`config.mk`:
```
export PLATFORM = sky130hd
export DESIGN_NAME = keypad_peripheral
export DESIGN_NICKNAME = d
export VERILOG_FILES = /design/src/rtl/keypad_pkg.sv /design/src/rtl/keypad_debounce.sv /design/src/rtl/keypad_peripheral.sv
export SDC_FILE = /design/constraint.sdc
export NUM_CORES = 1
export LEC_CHECK = 0
export ABC_AREA = 1
export CORE_MARGIN = 8
export CORE_UTILIZATION = 55
export CTS_CLUSTER_DIAMETER = 200
export DETAILED_ROUTE_END_ITERATION = 10
export PLACE_DENSITY_LB_ADDON = 0.12
export SYNTH_ARGS = -nofsm -noshare
export SYNTH_HDL_FRONTEND = slang
export SYNTH_HIERARCHICAL = 1
export SYNTH_SLANG_ARGS = --single-unit
export TNS_END_PERCENT = 20
```
`constraint.sdc`:
```
create_clock -name clk -period 6.3 [get_ports clk]
set_clock_uncertainty 0.05 [all_clocks]
set_input_delay 0.63 -clock clk [delete_from_list [all_inputs] [get_ports clk]]
set_output_delay 0.63 -clock clk [all_outputs]
set_load 0.01 [all_outputs]
```
`src/rtl/keypad_pkg.sv`:
```
// Shared types and constants for the 4x4 keypad scanner.
// Optional feature: KEYPAD_ASCII_EN selects ASCII key codes on out.
package keypad_pkg;

    localparam int NUM_ROWS = 4;
    localparam int NUM_COLS = 4;

    typedef struct packed {
        logic       hit;
        logic [1:0] row;
        logic [1:0] col;
    } scan_res_t;

    localparam int RES_W = $bits(scan_res_t);

    // Entry index is {row, col}; row 0 is "123A", column 0 is leftmost.
    localparam logic [15:0][6:0] KEY_ASCII = {
        7'h44, 7'h23, 7'h30, 7'h2A,
        7'h43, 7'h39, 7'h38, 7'h37,
        7'h42, 7'h36, 7'h35, 7'h34,
        7'h41, 7'h33, 7'h32, 7'h31
    };

    function automatic logic [6:0] key_ascii(
        input logic [1:0] row,
        input logic [1:0] col
    );
        return KEY_ASCII[{row, col}];
    endfunction

endpackage

```
`src/rtl/keypad_debounce.sv`:
```
// Accepts a scan result once DEBOUNCE consecutive scans agree.
// Release (no key) is debounced exactly like a press.
module keypad_debounce #(
    parameter int DEBOUNCE = 2,
    parameter int W        = 5
) (
    input  logic         clk,
    input  logic         rst,
    input  logic         i_valid,
    input  logic [W-1:0] i_result,
    output logic [W-1:0] o_result
);

    localparam int CW = $clog2(DEBOUNCE + 1);
    localparam logic [CW-1:0] CNT_MAX = CW'(DEBOUNCE);

    logic [CW-1:0] r_cnt;
    logic [W-1:0]  r_prev;
    logic [W-1:0]  r_result;
    logic [CW-1:0] w_cnt_nxt;

    always_comb begin
        w_cnt_nxt = CW'(1);
        if (i_result == r_prev) begin
            if (r_cnt == CNT_MAX)
                w_cnt_nxt = CNT_MAX;
            else
                w_cnt_nxt = r_cnt + CW'(1);
        end
    end

    always_ff @(posedge clk) begin
        if (rst) begin
            r_cnt    <= '0;
            r_prev   <= '0;
            r_result <= '0;
        end else if (i_valid) begin
            r_prev <= i_result;
            r_cnt  <= w_cnt_nxt;
            if (w_cnt_nxt == CNT_MAX)
                r_result <= i_result;
        end
    end

    assign o_result = r_result;

endmodule

```
`src/rtl/keypad_peripheral.sv`:
```
// 4x4 matrix keypad scanner with per-scan priority resolve and debounce.
// Define KEYPAD_ASCII_EN for ASCII key codes instead of raw row/col.
module keypad_peripheral
    import keypad_pkg::*;
#(
    parameter int SCAN_DIV = 1,
    parameter int DEBOUNCE = 2
) (
    input  logic                clk,
    input  logic                rst,
    input  logic [NUM_ROWS-1:0] rows,
    output logic [NUM_COLS-1:0] cols,
    output logic [7:0]          out
);

    localparam int DW = (SCAN_DIV > 1) ? $clog2(SCAN_DIV) : 1;
    localparam logic [DW-1:0] DIV_LAST = DW'(SCAN_DIV - 1);

    logic [DW-1:0]       r_div;
    logic [1:0]          r_col;
    logic [NUM_COLS-1:0] r_cols;
    logic                w_slot_last;

    logic [NUM_ROWS-1:0] r_rows_s1;
    logic [NUM_ROWS-1:0] r_rows_s2;
    logic [1:0]          r_col_d1;
    logic [1:0]          r_col_d2;
    logic                r_tag_d1;
    logic                r_tag_d2;

    scan_res_t           r_best;
    scan_res_t           w_cand;
    scan_res_t           w_base;
    scan_res_t           w_merge;
    logic                w_scan_end;

    logic [RES_W-1:0]    w_acc_bits;
    scan_res_t           w_acc;
    logic [7:0]          w_code;
    logic [7:0]          r_out;

    assign w_slot_last = (r_div == DIV_LAST);

    always_ff @(posedge clk) begin
        if (rst) begin
            r_div  <= '0;
            r_col  <= '0;
            r_cols <= 4'b0001;
        end else if (w_slot_last) begin
            r_div  <= '0;
            r_col  <= r_col + 2'd1;
            r_cols <= {r_cols[NUM_COLS-2:0], r_cols[NUM_COLS-1]};
        end else begin
            r_div <= r_div + DW'(1);
        end
    end

    // Column index and slot-end tag travel with the row synchronizer.
    always_ff @(posedge clk) begin
        if (rst) begin
            r_rows_s1 <= '0;
            r_rows_s2 <= '0;
            r_col_d1  <= '0;
            r_col_d2  <= '0;
            r_tag_d1  <= 1'b0;
            r_tag_d2  <= 1'b0;
        end else begin
            r_rows_s1 <= rows;
            r_rows_s2 <= r_rows_s1;
            r_col_d1  <= r_col;
            r_col_d2  <= r_col_d1;
            r_tag_d1  <= w_slot_last;
            r_tag_d2  <= r_tag_d1;
        end
    end

    always_comb begin
        w_cand = '0;
        for (int r = NUM_ROWS - 1; r >= 0; r--) begin
            if (r_rows_s2[r]) begin
                w_cand.hit = 1'b1;
                w_cand.row = 2'(r);
                w_cand.col = r_col_d2;
            end
        end
    end

    // Columns arrive in ascending order, so a strict row compare keeps
    // the lower column on a tie.
    always_comb begin
        w_base  = (r_col_d2 == 2'd0) ? '0 : r_best;
        w_merge = w_base;
        if (w_cand.hit && (!w_base.hit || (w_cand.row < w_base.row)))
            w_merge = w_cand;
    end

    assign w_scan_end = r_tag_d2 && (r_col_d2 == 2'(NUM_COLS - 1));

    always_ff @(posedge clk) begin
        if (rst)
            r_best <= '0;
        else if (r_tag_d2)
            r_best <= w_merge;
    end

    keypad_debounce #(
        .DEBOUNCE (DEBOUNCE),
        .W        (RES_W)
    ) u_debounce (
        .clk      (clk),
        .rst      (rst),
        .i_valid  (w_scan_end),
        .i_result (w_merge),
        .o_result (w_acc_bits)
    );

    assign w_acc = w_acc_bits;

    always_comb begin
        w_code = 8'h00;
        if (w_acc.hit) begin
`ifdef KEYPAD_ASCII_EN
            w_code = {1'b1, key_ascii(w_acc.row, w_acc.col)};
`else
            w_code = {1'b1, 3'b000, w_acc.row, w_acc.col};
`endif
        end
    end

    always_ff @(posedge clk) begin
        if (rst)
            r_out <= 8'h00;
        else
            r_out <= w_code;
    end

    assign cols = r_cols;
    assign out  = r_out;

endmodule

```
==> results by group, run 1 <==
Outcome
  • Outcome: complete, no violations

Setup path
  • Worst path cell trace: nor2_4 -> nor2_1 -> inv_1 -> ha_1 -> nand2_1 -> nand2_1 -> nand2_2 -> nand2_4 -> nand2_1 -> nand2_1 -> inv_2 -> nand2_1 -> nand2_1 -> nand3_1 -> nor2_4 -> nand3_4 -> nand2_1 -> inv_1 -> nor2_1
  • WP buf/inv: 3
  • Critical path depth: 19
  • Worst setup EP type: register
  • Kind of cell adding the most delay to the critical path: simple AND/OR/NAND/NOR gates
  • WS Path Type: reg2reg
  • Cell mode on critical path: nand2_1
  • Worst R2R Path Depth: 19
  • Critical path peak fanout: 8
  • Crit path arrival time: 2.59 ns
  • Critical Path RT: 6.53 ns
  • Crit-path slowest cell: dfxtp_1
  • Crit path launch type: register
  • CP peak stage delay: 0.41 ns

STA
  • Setup TNS: 0 ns
  • Final Hold Violating Endpoints: 0
  • Tmin final: 2.35 ns
  • Slew HR: 49.5%
  • Final Max Slew Viols: 0
  • Hold Slack: 0.351 ns
  • Crit share post-route: 37.4%
  • Slew @ Worst Pin: 0.755 ns
  • Setup violators final: 0
  • RSZ-0062 raised after global routing: no
  • F_max: 425 MHz

Clocking
  • Reg clk slew, reported paths: 0.12 ns
  • CTS tree: yes
  • Post-CTS Setup Bufs: 0
  • # resized after CTS: 0
  • H-tree depth: 2
  • CTS Sinks: 43
  • Post-CTS Hold Fix Bufs: 0
  • Clock root buffer: clkbuf_4
  • Clock tree buffer depth: 2
  • TritonCTS Buffers: 5
  • Clk_lat worst skew: 0.34 ns

Logic synthesis
  • Post-Syn Area: 1770 µm²
  • Share of the synthesized area in the top cell type: 48.6%
  • Synth Register Bits: 43
  • Netlist cell types: 21
  • Cells after synthesis: 244
  • Post-synthesis sequential area ratio: 48.6%
  • Yosys Warn Count: 6
  • Synth Area per Inst: 7.26 µm²
  • Cell taking the most area after synthesis: dfxtp_1
  • Top area cells in the synthesized netlist: dfxtp_1, inv_1, nand2_1, nor2_1, a21oi_1

Job
  • # Max-Cap Violations: 0

Routing
  • DRC: 0
  • First-pass iteration count of the detailed router: 4
  • Via count: 1358
  • Final wirelength: 2910 µm
  • Starting DRT DRC Count: 46
  • Drt wl/cell: 9.51 µm
  • DR vias/cell: 4.44
  • Final ANT Viol Nets: 0

Place
  • DP Wirelength: 2140 µm
  • DP Area: 1950 µm²
  • Routability Congestion: 0.891
  • Port Buffers: 14

Pwr
  • PD cells: 245 nW/µm²
  • Leak: 0.907 nW
  • Design Power: 494 µW
  • Peak supply drop: 0.000172 V

Floorplanning
  • Die span in x: 72.7 µm
  • Core area: 3050 µm²
  • Ports: 18
  • Row count: 20
  • Initial Utilization: 58.0%
  • Height of the die: 72.7 µm
  • DIE AREA: 5290 µm²

Global route
  • Initial antenna violation count: 0
  • Total global routing overflow: 0
  • Vias in the first global route: 1317
  • Largest net degree at the start of global routing: 23
  • First-pass GRT wire length: 5300 µm
  • Tot GR Track Use: 12.5%

Worst hold path
  • Hold Path Stages: 2
  • Hold crit path type: reg2reg

Final layout
  • Area grow syn2layout: 13.9%
  • Core Util, Final: 66.1%
  • Antenna diodes: 0
  • Final Instance Area: 2020 µm²
  • Fraction of layout cells with a size suffix above 1: 6.11%
  • NumNets Final: 270
  • Fillers: 289
routing by layer:
layer / up-vias / GRT usage, % / share of wire [%]
met1: 580 / 14.7 / 51
met4: 0 / 4.67 / 1.5
li1: 757 / - / -
met3: 5 / 4.81 / 3.8
met5: - / 0 / 0
met2: 16 / 20.0 / 44
final cells by class:
type,instances,area [µm²],share of cell area (%)
flip-flops and latches,43,861,42.7
multi-input cells,137,657,32.6
inverters,60,225,11.2
repair buffers,15,148,7.32
well taps,44,55.1,2.73
clock buffers,6,41.3,2.05
clock inverters,1,30.0,1.49
sequential cells by signal, indices dropped and copies added, names as in the netlist:
signal,flops
out,5
r_best,5
u_debounce/o_result,5
u_debounce/r_prev,5
cols,4
r_rows_s1,4
r_rows_s2,4
r_col,2
r_col_d1,2
r_col_d2,2
u_debounce/r_cnt,2
r_div,1
r_tag_d1,1
r_tag_d2,1
Yosys cell counts:
| cell type | count |
|---|---|
| inv_1 | 58 |
| nand3_1 | 9 |
| nor2_1 | 36 |
| dfxtp_1 | 43 |
| nor2_4 | 3 |
| nor3_1 | 4 |
| clkbuf_1 | 3 |
| buf_2 | 1 |
| conb_1 | 1 |
| o21ai_0 | 12 |
| nor2_2 | 1 |
| nand4_1 | 5 |
| buf_4 | 3 |
| inv_2 | 2 |
| xnor2_1 | 3 |
| a21oi_1 | 14 |
| nand2_2 | 1 |
| nand2_4 | 1 |
| nand3_4 | 1 |
| nand2_1 | 41 |
| ha_1 | 2 |
final timing paths:
kind	end	start	slack (ns)
worst max-delay path	u_debounce/o_result[4]	r_col_d2[1]	3.95
worst min-delay path	r_rows_s2[0]	r_rows_s1[0]	0.35
worst max register to register	u_debounce/o_result[4]	r_col_d2[1]	3.95
worst min register to register	r_rows_s2[0]	r_rows_s1[0]	0.35
metrics by stage:
stage | worst slack [ns] | std cells
2_1_floorplan | 4.21 | 247
3_3_place_gp | 3.93 | 299
3_5_place_dp | 3.94 | 299
4_1_cts | 3.94 | 306
5_1_grt | 3.66 | 306
6_report | 3.95 | 306
cell families (layout without fill, tap and decap cells):
kind of cell / count (synthesis) / after routing / synth area share (%)
adders and majority gates: 2 / 2 / 1.41
buffers and inverters: 67 / 82 / 14.9
DFF: 43 / 43 / 48.6
xor gates and xnor gates: 3 / 3 / 1.48
other: 1 / 4 / 0.212
and+or+nand+nor: 102 / 102 / 26.0
AOI/OAI and AO/OA: 26 / 26 / 7.35
report_power, final:
| part | internal, mW | switching [mW] | total [mW] |
|---|---|---|---|
| clock | 0.0818 | 0.0814 | 0.163 |
| combinational | 0.0175 | 0.0272 | 0.0447 |
| sequential | 0.281 | 0.00501 | 0.286 |
| total | 0.380 | 0.114 | 0.494 |
cell usage in the layout, fill, tap and decap left out, types with 2 or more instances in the layout:
cell type / synthesis / layout
inv_1: 58 / 58
clkbuf_4: 0 / 5
clkdlybuf4s50_1: 0 / 14
nor2_4: 3 / 3
o21ai_0: 12 / 12
nand2_1: 41 / 41
xnor2_1: 3 / 3
dfxtp_1: 43 / 43
nand3_1: 9 / 9
ha_1: 2 / 2
nor2_1: 36 / 36
a21oi_1: 14 / 14
nor3_1: 4 / 4
conb_1: 1 / 4
inv_2: 2 / 2
nand4_1: 5 / 5
tightest hold or removal path, cell delays in order, from the launching register on:
cell and delay [ns]:
dfxtp_1 0.31, inv_1 0.04, nor2_1 0.03
Power figures use the tool's default switching activity.
==> inputs of run 2 (changes only) <==
--- a/config.mk
+++ b/config.mk
@@ -7,7 +7,7 @@
 export LEC_CHECK = 0
 export ABC_AREA = 1
 export CORE_MARGIN = 8
-export CORE_UTILIZATION = 55
+export CORE_UTILIZATION = 50
 export CTS_CLUSTER_DIAMETER = 200
 export DETAILED_ROUTE_END_ITERATION = 10
 export PLACE_DENSITY_LB_ADDON = 0.12
==> constraint.sdc (replaced) <==
create_clock -name clk -period 2.09 [get_ports clk]
set_clock_uncertainty 0.05 [all_clocks]
set_input_delay 0.209 -clock clk [delete_from_list [all_inputs] [get_ports clk]]
set_output_delay 0.209 -clock clk [all_outputs]
set_load 0.01 [all_outputs]
==> run 2 against run 1 <==
Compared with the run above:
- the run now ends with setup timing left
- register-to-register slack worse by 4.1 ns
- final area is 15% higher
- non-clock buffer count is 17 higher
- sequential share of layout area is 5.3 points lower
- utilization is 2.8 points higher
- fmax is 6.3% higher
- die area is 7.8% higher
- setup slack worse by 4.1 ns
- via count is 9.2% higher
==> results by group, run 2 (same netlist as run 1, synthesis figures left out) <==
Outcome
  • Outcome: complete, but fails checks
  • Failing checks: setup timing

Clocking
  • Clock tree buffer depth: 2
  • Clk_lat worst skew: 0.36 ns
  • Reg clk slew, reported paths: 0.13 ns
  • H-tree depth: 2
  • CTS Sinks: 43
  • TritonCTS Buffers: 5
  • CTS tree: yes
  • Clock root buffer: clkbuf_4

Global route
  • Largest net degree at the start of global routing: 21
  • Total global routing overflow: 0
  • Initial antenna violation count: 0
  • Tot GR Track Use: 12.8%
  • Vias in the first global route: 1385
  • First-pass GRT wire length: 5640 µm

Place
  • Placed Cells: 314
  • DP Area: 2050 µm²
  • DP Wirelength: 2230 µm
  • Routability Congestion: 0.855
  • DP Worst Slack: -0.177 ns
  • Port Buffers: 14

Floorplanning
  • DIE AREA: 5700 µm²
  • Row count: 21
  • Initial Utilization: 52.6%
  • Ports: 18
  • Die span in x: 75.5 µm
  • Height of the die: 75.5 µm
  • Core area: 3360 µm²

Job
  • # Max-Cap Violations: 0

Setup path
  • Worst setup EP type: register
  • Worst R2R Path Depth: 17
  • Critical Path RT: 2.31 ns
  • Crit path arrival time: 2.43 ns
  • Critical path peak fanout: 5
  • Critical path depth: 17
  • CP peak stage delay: 0.37 ns
  • WP buf/inv: 2
  • WS Path Type: reg2reg
  • Cell mode on critical path: nand2_4
  • Worst path cell trace: nor2_4 -> nor2_2 -> inv_1 -> ha_1 -> nand2_1 -> nand2_2 -> nand2_4 -> nand2_8 -> nand2_4 -> nand2_4 -> xnor2_2 -> nand2_2 -> nor2_4 -> buf_6 -> nand4_1 -> nand2_1 -> nor2_1
  • Crit path launch type: register
  • Crit-path slowest cell: dfxtp_2
  • Kind of cell adding the most delay to the critical path: simple AND/OR/NAND/NOR gates

STA
  • RSZ-0062 raised after global routing: yes
  • Final Max Slew Viols: 0
  • Final Hold Violating Endpoints: 0
  • Tmin final: 2.21 ns
  • F_max: 452 MHz
  • Worst setup margin: -0.123 ns
  • Crit share post-route: 106%
  • Setup violators final: 7

Routing
  • DRC: 0
  • Drt wl/cell: 10.2 µm
  • Final ANT Viol Nets: 0
  • Final wirelength: 3320 µm
  • DR vias/cell: 4.55
  • Via count: 1483
  • Starting DRT DRC Count: 77
  • First-pass iteration count of the detailed router: 4

Worst hold path
  • Hold Path Stages: 3
  • Hold crit path type: in2reg

Final layout
  • Area grow syn2layout: 30.7%
  • Most frequent cells in the layout: inv_1, dfxtp_1, nor2_1
  • Commonest non-fill, non-tap cell in the layout: inv_1
  • Antenna diodes: 0
  • Fraction of layout cells with a size suffix above 1: 23.2%
  • Finished Layout Cells: 326
  • Final Instance Area: 2310 µm²
  • NumNets Final: 287

Pwr
  • PD cells: 695 nW/µm²
  • Leak: 1.05 nW
  • Design Power: 1.61 mW
  • Peak supply drop: 0.000563 V
run 2: changes by cell type in the layout (fill, tap and decap cells not counted), moves of 3 or more:
cell     delta
nand3_2     +3
nand2_4     +8
nand2_2     +7
buf_4      +15
dfxtp_2     +4
dfxtp_1     -4
nand2_1    -16
nand3_1     -3
run 2: metrics by stage:
| stage | utilization, % | TNS [ns] | hold slack (ns) |
|---|---|---|---|
| after floorplan | - | 0 | 0.237 |
| after global placement | 60.8 | -0.586 | 0.340 |
| after detailed placement | 60.8 | -0.899 | 0.345 |
| after CTS | 64.6 | -0.654 | 0.296 |
| after global routing | 68.8 | -1.60 | 0.287 |
| final | 68.8 | -0.609 | 0.302 |
run 2: what timing repair did:
action	4_1_cts	5_1_grt
setup endpoints to repair	7	7
hold buffers	0	0
resized for setup	10	33
pin swaps	13	16
setup buffers	1	3
gates cloned	0	0
run 2: routing by layer:
layer,track usage (%),vias up,wire (µm)
met2,20.7,19,1560
met4,5.12,0,53
met1,15.3,670,1610
met3,3.95,6,101
li1,-,788,-
met5,0,-,0
run 2: tightest hold or removal path: cells and delay by family:
kind	cells	cell delay, ns
AND/OR/NAND/NOR	1	0.03
buffers and inverters	2	0.44
run 2: final cells by class:
cell class / instances / area (µm²)
Clock buffer: 6 / 51.3
Inverter: 60 / 228
Sequential cell: 43 / 866
Multi-Input combinational cell: 137 / 795
Tap cell: 46 / 57.6
Fill cell: 279 / 1050
Timing Repair Buffer: 32 / 283
Clock inverter: 2 / 35.0
run 2: final timing paths:
path | from | endpoint | slack (ns)
max reg2reg | r_col_d2[0] | u_debounce/o_result[0] | -0.12
max | r_col_d2[0] | u_debounce/o_result[0] | -0.12
min | rows[2] | r_rows_s1[2] | 0.30
min reg2reg | r_rows_s1[3] | r_rows_s2[3] | 0.34
run 2: power by group:
part	leakage, nW	total (mW)	switching (mW)	internal, mW
registers	0.353	0.864	0.0160	0.848
logic	0.650	0.191	0.105	0.0866
clock network	0.0482	0.553	0.270	0.283
total	1.05	1.61	0.391	1.22
==> inputs of run 3 (changes only) <==
--- a/config.mk
+++ b/config.mk
@@ -11,6 +11,7 @@
 export CTS_CLUSTER_DIAMETER = 200
 export DETAILED_ROUTE_END_ITERATION = 10
 export PLACE_DENSITY_LB_ADDON = 0.12
+export SKIP_CTS_REPAIR_TIMING = 1
 export SYNTH_ARGS = -nofsm -noshare
 export SYNTH_HDL_FRONTEND = slang
 export SYNTH_HIERARCHICAL = 1
==> run 3 against run 2 <==
Compared with the run above:
- the flow still finishes with violations (setup timing)
- clock power barely moved
- die area unchanged
- sequential power about the same
- critical endpoint is now u_debounce/o_result[2]
==> results by group, run 3 (same netlist as run 1, synthesis figures left out) <==
Clocking
  • Reg clk slew, reported paths: 0.13 ns
  • Clock root buffer: clkbuf_4
  • Clock tree buffer depth: 2
  • TritonCTS Buffers: 5
  • CTS Sinks: 43
  • H-tree depth: 2
  • Clk_lat worst skew: 0.36 ns
  • CTS tree: yes

Setup path
  • Crit path launch type: register
  • Critical Path RT: 2.30 ns
  • WS Path Type: reg2reg
  • Worst setup EP type: register
  • Crit path arrival time: 2.46 ns
  • Critical path peak fanout: 5

Global route
  • Initial antenna violation count: 0
  • Vias in the first global route: 1367
  • Busiest grt layer: met2
  • Met2 Usage GRT: 19.8%
  • Met3 Track Usage GR: 3.95%
  • Total global routing overflow: 0
  • Met1 GRT Util: 15.2%
  • Tot GR Track Use: 12.5%
  • Largest net degree at the start of global routing: 21
  • First-pass GRT wire length: 5530 µm

Routing
  • First-pass iteration count of the detailed router: 4
  • DR vias/cell: 4.49
  • Via count: 1458
  • Final wirelength: 3200 µm
  • DRC: 0
  • Drt wl/cell: 9.86 µm
  • Starting DRT DRC Count: 56
  • Final ANT Viol Nets: 0

Floorplanning
  • DIE AREA: 5700 µm²
  • Core area: 3360 µm²
  • Height of the die: 75.5 µm
  • Initial Utilization: 52.6%
  • Ports: 18
  • Die span in x: 75.5 µm
  • Row count: 21

Job
  • # Max-Cap Violations: 0

Final layout
  • Area grow syn2layout: 28.3%
  • NumNets Final: 286
  • Most frequent cells in the layout: inv_1, dfxtp_1, nor2_1
  • Final Instance Area: 2270 µm²
  • Commonest non-fill, non-tap cell in the layout: inv_1
  • Core Util, Final: 67.5%
  • Fraction of layout cells with a size suffix above 1: 21.1%
  • Fillers: 295
  • Antenna diodes: 0

Pwr
  • Peak supply drop: 0.000556 V
  • Design Power: 1.59 mW
  • PD cells: 702 nW/µm²
  • Leak: 1.04 nW

Place
  • DP Worst Slack: -0.177 ns
  • DP Area: 2050 µm²
  • Routability Congestion: 0.855
  • DP Wirelength: 2230 µm
  • Port Buffers: 14

Worst hold path
  • Hold crit path type: in2reg

STA
  • F_max: 445 MHz
  • Worst setup margin: -0.159 ns
  • Setup TNS: -0.792 ns
  • Crit share post-route: 108%
  • Tmin final: 2.25 ns
  • Final Hold Violating Endpoints: 0
  • Final Max Slew Viols: 0
  • RSZ-0062 raised after global routing: yes
  • Setup violators final: 7

Outcome
  • Failing checks: setup timing
  • Outcome: complete, but fails checks
## run 3: per-stage QoR
stage               cells  hold WS, ns
floorplan             247        0.237
global placement      314        0.340
detailed placement    314        0.345
CTS                   322        0.296
global route          325        0.287
finish                325        0.301
## run 3: area by class of cell
| cell class | instances | area (µm²) | share of cell area, % |
|---|---|---|---|
| tap | 46 | 57.6 | 2.53 |
| clock inverter | 2 | 35.0 | 1.54 |
| inverter | 60 | 225 | 9.92 |
| multi-input combinational | 137 | 764 | 33.7 |
| clock buffer | 6 | 51.3 | 2.26 |
| sequential | 43 | 866 | 38.1 |
| timing repair buffer | 31 | 272 | 12.0 |
## run 3: worst paths after layout
kind | start | end | slack [ns] | cells past startpoint
max reg2reg | r_col_d2[0] | u_debounce/o_result[2] | -0.16 | 16
min | rows[2] | r_rows_s1[2] | 0.30 | 3
min reg2reg | r_rows_s1[3] | r_rows_s2[3] | 0.34 | 2
max | r_col_d2[0] | u_debounce/o_result[2] | -0.16 | 16
## run 3: power breakdown
part	total [mW]	switching, mW	internal (mW)
logic	0.180	0.0988	0.0808
registers	0.864	0.0159	0.848
clock network	0.551	0.268	0.283
total	1.59	0.383	1.21
## run 3: worst max-delay path, stage by stage, from the launching register on
cell and delay [ns]:
dfxtp_2 0.37, nor2_4 0.05, nor2_2 0.11, inv_1 0.05, ha_1 0.26, nand2_1 0.08, nand2_2 0.07, nand2_4 0.11
nand3_1 0.15, nand2_4 0.13, xnor2_2 0.12, nand3_2 0.11, nor2_4 0.17, buf_4 0.13, nand4_1 0.07, nand2_1 0.08
nor2_1 0.04
## run 3: routing by layer
metal  vias to the layer above  part of all wire (%)
met4                         0                   1.6
li1                        792                     -
met5                         -                     0
met2                        18                    45
met3                         5                   2.9
met1                       643                    50
